$ cat src/rtl/core_pkg.sv
// Shared types and encodings for the core's hazard logic: shadow pipeline slots,
// forwarding select codes and the data-memory wait FSM states.
package core_pkg;

  localparam int unsigned REG_W = 3;

  localparam logic [1:0] FWD_REG = 2'b00;
  localparam logic [1:0] FWD_MEM = 2'b01;
  localparam logic [1:0] FWD_WB  = 2'b10;

  typedef struct packed {
    logic             valid;
    logic [REG_W-1:0] rd;
    logic             we;
    logic             mr;
    logic             mw;
  } slot_t;

  typedef enum logic [0:0] {
    RUN,
    MEM_WAIT
  } state_e;

endpackage

$ cat src/rtl/hazard_match.sv
// Combinational comparator: does an in-flight slot produce the register an ID operand reads?
module hazard_match
  import core_pkg::*;
(
  input  logic             valid_i,
  input  logic             we_i,
  input  logic [REG_W-1:0] rd_i,
  input  logic [REG_W-1:0] operand_i,
  input  logic             used_i,
  output logic             match_o
);

  assign match_o = valid_i & we_i & used_i & (rd_i == operand_i);

endmodule

$ cat src/rtl/hazard_ctrl.sv
// Pipeline hazard/stall controller: shadow EX/MEM/WB slots, registered forwarding selects,
// load-use stalls, branch squash and data-memory wait handling with a sticky timeout flag.
module hazard_ctrl
  import core_pkg::slot_t, core_pkg::state_e, core_pkg::RUN, core_pkg::MEM_WAIT,
         core_pkg::FWD_REG, core_pkg::FWD_MEM, core_pkg::FWD_WB;
#(
  parameter int unsigned REG_W       = 3,
  parameter int unsigned MEM_TIMEOUT = 255,
  parameter int unsigned CNT_W       = 32
) (
  input  logic             clk,
  input  logic             rst_n,
  input  logic             id_valid,
  input  logic [REG_W-1:0] id_rqrd,
  input  logic [REG_W-1:0] id_rs,
  input  logic             id_uses_rqrd,
  input  logic             id_uses_rs,
  input  logic [REG_W-1:0] id_rd,
  input  logic             id_write_en,
  input  logic             id_mem_read,
  input  logic             id_mem_write,
  input  logic             ex_branch_taken,
  input  logic             dmem_ready,
  output logic             pc_hold,
  output logic             ifid_hold,
  output logic             ifid_flush,
  output logic             idex_hold,
  output logic             idex_bubble,
  output logic             exmem_hold,
  output logic             memwb_bubble,
  output logic [1:0]       fwd_rqrd_sel,
  output logic [1:0]       fwd_rs_sel,
  output logic             mem_timeout,
  output logic [CNT_W-1:0] stall_cycles
);

  localparam int unsigned WCNT_W = (MEM_TIMEOUT > 0) ? $clog2(MEM_TIMEOUT + 1) : 1;
  localparam logic [WCNT_W-1:0] TimeoutVal = WCNT_W'(MEM_TIMEOUT);

  slot_t            ex_q, ex_d, mem_q, mem_d, wb_q, wb_d, id_slot;
  state_e           state_q, state_d;
  logic [1:0]       fwd_rqrd_q, fwd_rqrd_d, fwd_rs_q, fwd_rs_d;
  logic [WCNT_W-1:0] wcnt_q, wcnt_d;
  logic             timeout_q, timeout_d;
  logic [CNT_W-1:0] stall_q, stall_d;

  logic ex_rqrd_m, ex_rs_m, mem_rqrd_m, mem_rs_m;
  logic mem_access, wait_active, load_use, squash;
  logic unused_wb;

  assign id_slot = '{valid: id_valid, rd: id_rd, we: id_write_en,
                     mr: id_mem_read, mw: id_mem_write};

  hazard_match u_match_ex_rqrd (
    .valid_i  (ex_q.valid),
    .we_i     (ex_q.we),
    .rd_i     (ex_q.rd),
    .operand_i(id_rqrd),
    .used_i   (id_uses_rqrd),
    .match_o  (ex_rqrd_m)
  );

  hazard_match u_match_ex_rs (
    .valid_i  (ex_q.valid),
    .we_i     (ex_q.we),
    .rd_i     (ex_q.rd),
    .operand_i(id_rs),
    .used_i   (id_uses_rs),
    .match_o  (ex_rs_m)
  );

  hazard_match u_match_mem_rqrd (
    .valid_i  (mem_q.valid),
    .we_i     (mem_q.we),
    .rd_i     (mem_q.rd),
    .operand_i(id_rqrd),
    .used_i   (id_uses_rqrd),
    .match_o  (mem_rqrd_m)
  );

  hazard_match u_match_mem_rs (
    .valid_i  (mem_q.valid),
    .we_i     (mem_q.we),
    .rd_i     (mem_q.rd),
    .operand_i(id_rs),
    .used_i   (id_uses_rs),
    .match_o  (mem_rs_m)
  );

  assign mem_access = mem_q.valid & (mem_q.mr | mem_q.mw);
  // MEM forwarding only carries the load address, so a load in EX or MEM both stall.
  assign load_use   = id_valid & (((ex_rqrd_m | ex_rs_m) & ex_q.mr) |
                                  ((mem_rqrd_m | mem_rs_m) & mem_q.mr));
  // Keeps every control output low while reset is held, even with a branch input high.
  assign squash     = ex_branch_taken & rst_n;
  assign unused_wb  = ^wb_q;

  // Wait FSM and pipeline controls; a MEM wait outranks squash, which outranks load-use.
  always_comb begin
    state_d      = state_q;
    wait_active  = 1'b0;
    pc_hold      = 1'b0;
    ifid_hold    = 1'b0;
    ifid_flush   = 1'b0;
    idex_hold    = 1'b0;
    idex_bubble  = 1'b0;
    exmem_hold   = 1'b0;
    memwb_bubble = 1'b0;

    unique case (state_q)
      RUN: begin
        if (mem_access && !dmem_ready) begin
          wait_active = 1'b1;
          state_d     = MEM_WAIT;
        end
      end
      MEM_WAIT: begin
        if (dmem_ready) begin
          state_d = RUN;
        end else begin
          wait_active = 1'b1;
        end
      end
      default: state_d = RUN;
    endcase

    if (wait_active) begin
      pc_hold      = 1'b1;
      ifid_hold    = 1'b1;
      idex_hold    = 1'b1;
      exmem_hold   = 1'b1;
      memwb_bubble = 1'b1;
    end else if (squash) begin
      ifid_flush  = 1'b1;
      idex_bubble = 1'b1;
    end else if (load_use) begin
      pc_hold     = 1'b1;
      ifid_hold   = 1'b1;
      idex_bubble = 1'b1;
    end
  end

  always_comb begin
    ex_d       = ex_q;
    mem_d      = mem_q;
    wb_d       = '0;
    fwd_rqrd_d = fwd_rqrd_q;
    fwd_rs_d   = fwd_rs_q;

    if (!wait_active) begin
      wb_d  = mem_q;
      mem_d = ex_q;
      ex_d  = id_slot;
      if (idex_bubble) begin
        ex_d.valid = 1'b0;
        fwd_rqrd_d = FWD_REG;
        fwd_rs_d   = FWD_REG;
      end else begin
        fwd_rqrd_d = (id_valid && ex_rqrd_m)  ? FWD_MEM :
                     (id_valid && mem_rqrd_m) ? FWD_WB  : FWD_REG;
        fwd_rs_d   = (id_valid && ex_rs_m)    ? FWD_MEM :
                     (id_valid && mem_rs_m)   ? FWD_WB  : FWD_REG;
      end
    end
  end

  always_comb begin
    wcnt_d    = '0;
    timeout_d = timeout_q;
    if (wait_active) begin
      wcnt_d = (wcnt_q == TimeoutVal) ? wcnt_q : wcnt_q + 1'b1;
      if (MEM_TIMEOUT != 0 && wcnt_d == TimeoutVal) begin
        timeout_d = 1'b1;
      end
    end
    stall_d = (pc_hold && stall_q != '1) ? stall_q + 1'b1 : stall_q;
  end

  always_ff @(posedge clk or negedge rst_n) begin
    if (!rst_n) begin
      state_q    <= RUN;
      ex_q       <= '0;
      mem_q      <= '0;
      wb_q       <= '0;
      fwd_rqrd_q <= FWD_REG;
      fwd_rs_q   <= FWD_REG;
      wcnt_q     <= '0;
      timeout_q  <= 1'b0;
      stall_q    <= '0;
    end else begin
      state_q    <= state_d;
      ex_q       <= ex_d;
      mem_q      <= mem_d;
      wb_q       <= wb_d;
      fwd_rqrd_q <= fwd_rqrd_d;
      fwd_rs_q   <= fwd_rs_d;
      wcnt_q     <= wcnt_d;
      timeout_q  <= timeout_d;
      stall_q    <= stall_d;
    end
  end

  assign fwd_rqrd_sel = fwd_rqrd_q;
  assign fwd_rs_sel   = fwd_rs_q;
  assign mem_timeout  = timeout_q;
  assign stall_cycles = stall_q;

endmodule

$ cat config.mk
export PLATFORM = sky130hd
export DESIGN_NAME = hazard_ctrl
export DESIGN_NICKNAME = d
export VERILOG_FILES = /design/src/rtl/core_pkg.sv /design/src/rtl/hazard_match.sv /design/src/rtl/hazard_ctrl.sv
export SDC_FILE = /design/constraint.sdc
export NUM_CORES = 1
export LEC_CHECK = 0
export CELL_PAD_IN_SITES_DETAIL_PLACEMENT = 1
export CELL_PAD_IN_SITES_GLOBAL_PLACEMENT = 1
export CORE_MARGIN = 5
export CORE_UTILIZATION = 25
export CTS_BUF_LIST = sky130_fd_sc_hd__clkbuf_8
export CTS_CLUSTER_SIZE = 25
export DETAILED_ROUTE_END_ITERATION = 8
export GPL_ROUTABILITY_DRIVEN = 0
export GPL_TIMING_DRIVEN = 0
export PLACE_DENSITY = 0.61
export SLEW_MARGIN = 20
export SYNTH_ARGS = -nofsm -noshare
export SYNTH_HDL_FRONTEND = slang
export SYNTH_SLANG_ARGS = --single-unit
$ cat constraint.sdc
create_clock -name clk -period 2.19 [get_ports clk]
set_clock_uncertainty 0.05 [all_clocks]
set_input_delay 0.438 -clock clk [delete_from_list [all_inputs] [get_ports clk]]
set_output_delay 0.438 -clock clk [all_outputs]
set_load 0.02 [all_outputs]
==> reports/summary.txt <==
Clock slew at reported path FFs = 0.08 ns
Post-synth ARST share = 1.00
Drt via density = 4.69
IO Port Bufs = 62
DR DRC count = 0
Vias in the first global route = 3075
Area contributors post-synth = dfrtp_1 (49%), xor2_1 (11%), nand2_1 (6.9%)
Mapped Cells = 315
Worst EP required = 1.70 ns
Clock latency on the worst-skew pair = 0.34 ns
Die width = 121 um
Ys flop type = dfrtp_1
Area Overhead vs Synth = 61.6%
Largest net degree at the start of global routing = 34
WL/cell = 17.2 um
Pwr Density = 940 nW/um^2
Chip height = 121 um
DRT Wirelength = 10100 um
Failing checks = setup timing
First-pass GRT wire length = 16300 um
Overall power = 4.70 mW
Ant diodes = 0
CP Cell Sequence = xor2_2 -> nor4_4 -> o21ai_2 -> o211a_4 -> clkinvlp_4 -> buf_6 -> buf_6
Net Count, Synth = 336
Drt first pass iters = 6
Layout cells sized above 1 = 0.318
Crit-path most repeated cell = buf_6
Placed instance area = 3940 um^2
EDFF count, synth = 0
Switching Fraction = 0.373
Yosys reg bits = 60
Routed Antenna Nets = 0
Worst-margin pin slew = 0.531 ns
GRT Resource Usage Total = 0.140
Clock share of power = 0.252
CTS H-tree depth = 3
Final period util = 1.15
Post-synthesis sequential area ratio = 0.486
Design Area, Final = 5000 um^2
Min Tclk post-route = 2.52 ns
I/O Pins = 63
Total CTS buffers = 9
WS Path Type = reg -> out
DR vias = 2769
Starting Density = 0.256
Worst Hold Class = in -> async
CP startpoint kind = flip-flop
Number of max-cap violations = 0
Max stage delay on crit path = 0.45 ns
Leakage = 2.04 nW
Worst Path Max Fanout = 4
FF-to-FF End = stall_cycles[21]
Avg Cell Area, Syn = 9.81 um^2
Final core utilization = 0.414
Grt ovf = 0
Gate power share = 0.403
Core Region = 12100 um^2
Clk buf depth = 2
Initial antenna violation count = 0
Fmax = 396 MHz
Critical path endpoint = pc_hold
Core Rows = 40
Outcome = complete, but fails checks
R2r setup slk = -0.21 ns
Post-DP HPWL = 6590 um
Syn. warnings = 0
Synth Cell Area = 3090 um^2
Max-slew headroom = 0.646
Worst setup margin = -0.332 ns
Reg2Reg Depth = 9
1st-iter DRT viols = 97
Setup crit end kind = output pin
Final hold violation count = 0
Synth area leader = dfrtp_1
Peak supply drop = 489 uV
Synth unique cells = 44
# nets final = 438
Crit path launch = ex_q[3]
Sequential Power Share = 0.345
Internal power = 2.94 mW
Root buf cell = clkbuf_8
Max-slew violation count = 0
Clock Sinks = 60
Psw = 1.75 mW
Slowest-stage cell, CP = dfrtp_2
Die area = 14700 um^2
Unrepaired setup endpoints after global routing = true
TritonCTS clock tree = yes
Worst slack, placed = -1.29 ns
Critical path arrival = 2.03 ns
Final setup violation count = 30
Top cell type's share of synthesized area = 0.486
Worst R2R Start = ex_q[3]
## routing by layer
layer,up-vias,wire [um],GRT usage
met5,-,0,0
met4,0,106,0.0336
met3,12,514,0.0368
met1,1398,4230,0.167
li1,1295,-,-
met2,64,5270,0.249
## how the worst min path moves through the flow
stage | start | end | slack, ns | depth (start not counted)
after floorplan | rst_n | ex_q[0] | 0.09 | 0
after global placement | ex_q[0] | ex_q[0] | 0.41 | 2
after detailed placement | rst_n | mem_q[4] | 0.35 | 1
after CTS | rst_n | fwd_rqrd_sel[1] | 0.02 | 2
after global routing | rst_n | fwd_rqrd_sel[1] | 0.02 | 2
final | rst_n | fwd_rqrd_sel[1] | 0.02 | 2
## through the flow
| stage | hold slack [ns] | std cells | setup TNS, ns |
|---|---|---|---|
| floorplan | 0.0924 | 315 | 0 |
| global placement | 0.409 | 545 | -203.72 |
| detailed placement | 0.349 | 546 | -29.56 |
| CTS | 0.0172 | 580 | -5.47 |
| global route | 0.0174 | 590 | -7.02 |
| finish | 0.0206 | 590 | -3.80 |
## worst max-delay path: cells and delay by family (launching register included)
family / cells / cell delay [ns]
AO/OA/AOI/OAI: 2 / 0.38
flip-flops: 1 / 0.45
XOR/XNOR: 1 / 0.18
AND/OR/NAND/NOR: 1 / 0.38
buffers and inverters: 3 / 0.29
## logic make-up (layout without fill, tap and decap cells)
| kind of cell | count (synthesis) | in the layout | synth area share |
|---|---|---|---|
| compound gates | 20 | 20 | 0.0473 |
| mux | 4 | 4 | 0.0138 |
| flops | 60 | 60 | 0.486 |
| fa+ha+maj | 2 | 2 | 0.00809 |
| simple gates | 170 | 170 | 0.293 |
| buf+inv | 15 | 122 | 0.0275 |
| xor+xnor | 44 | 44 | 0.125 |
## repair_timing
item	CTS	global route
buffers inserted	19	9
gates resized for setup	112	50
hold buffers	1	0
hold endpoints to repair	27	0
setup endpoints to repair	39	55
pin swaps	16	42
gates cloned	0	3
## layout make-up
class	count	area [um^2]
well taps	168	210
inverters	4	21.3
clock buffers	11	151
flip-flops and latches	60	1510
fillers	1332	7060
repair buffers	93	953
clock inverters	5	83.8
multi-input cells	240	1950
plain buffers	9	116
## state kept, by name, indices dropped and copies added, names as in the netlist
name	flops
fwd_rqrd_sel	2
mem_q	7
mem_timeout	1
state_q	1
fwd_rs_sel	2
ex_q	7
stall_cycles	32
wcnt_q	8
## cells in the mapped netlist, types with 3 or more instances
library cell,count
nor3b_1,4
xor2_1,39
nor4_1,4
nand4_1,11
nand3_1,24
nor3_1,19
xnor2_1,5
nor2_1,24
a22o_1,3
o21ai_0,3
clkbuf_1,4
inv_1,4
buf_4,3
and4_1,3
and3_1,3
nor4_2,5
dfrtp_1,60
a21oi_1,3
nand2_1,57
## power groups by stage
stage	clock, mW	combinational, mW	sequential, mW
2_1_floorplan	0	0.636	1.63
3_3_place_gp	0	1.20	1.58
3_5_place_dp	0	1.24	1.60
4_1_cts	1.22	1.59	1.59
5_1_grt	1.27	2.03	1.66
6_report	1.18	1.89	1.62
## cell usage in the layout (no fill, tap or decap), drive strengths merged, types with 3 or more instances in the layout
cell           instances
a21oi                  3
a22o                   3
and3                   3
and4                   3
buf                   41
clkbuf                18
clkdlybuf4s50         46
clkinvlp               3
dfrtp                 60
dlygate4sd2            8
inv                    3
nand2                 57
nand3                 24
nand4                 12
nor2                  25
nor3                  19
nor3b                  4
nor4                  10
nor4b                  4
o21ai                  4
or2                    3
xnor2                  5
xor2                  39
No activity file was read; power rests on OpenSTA's default activity.
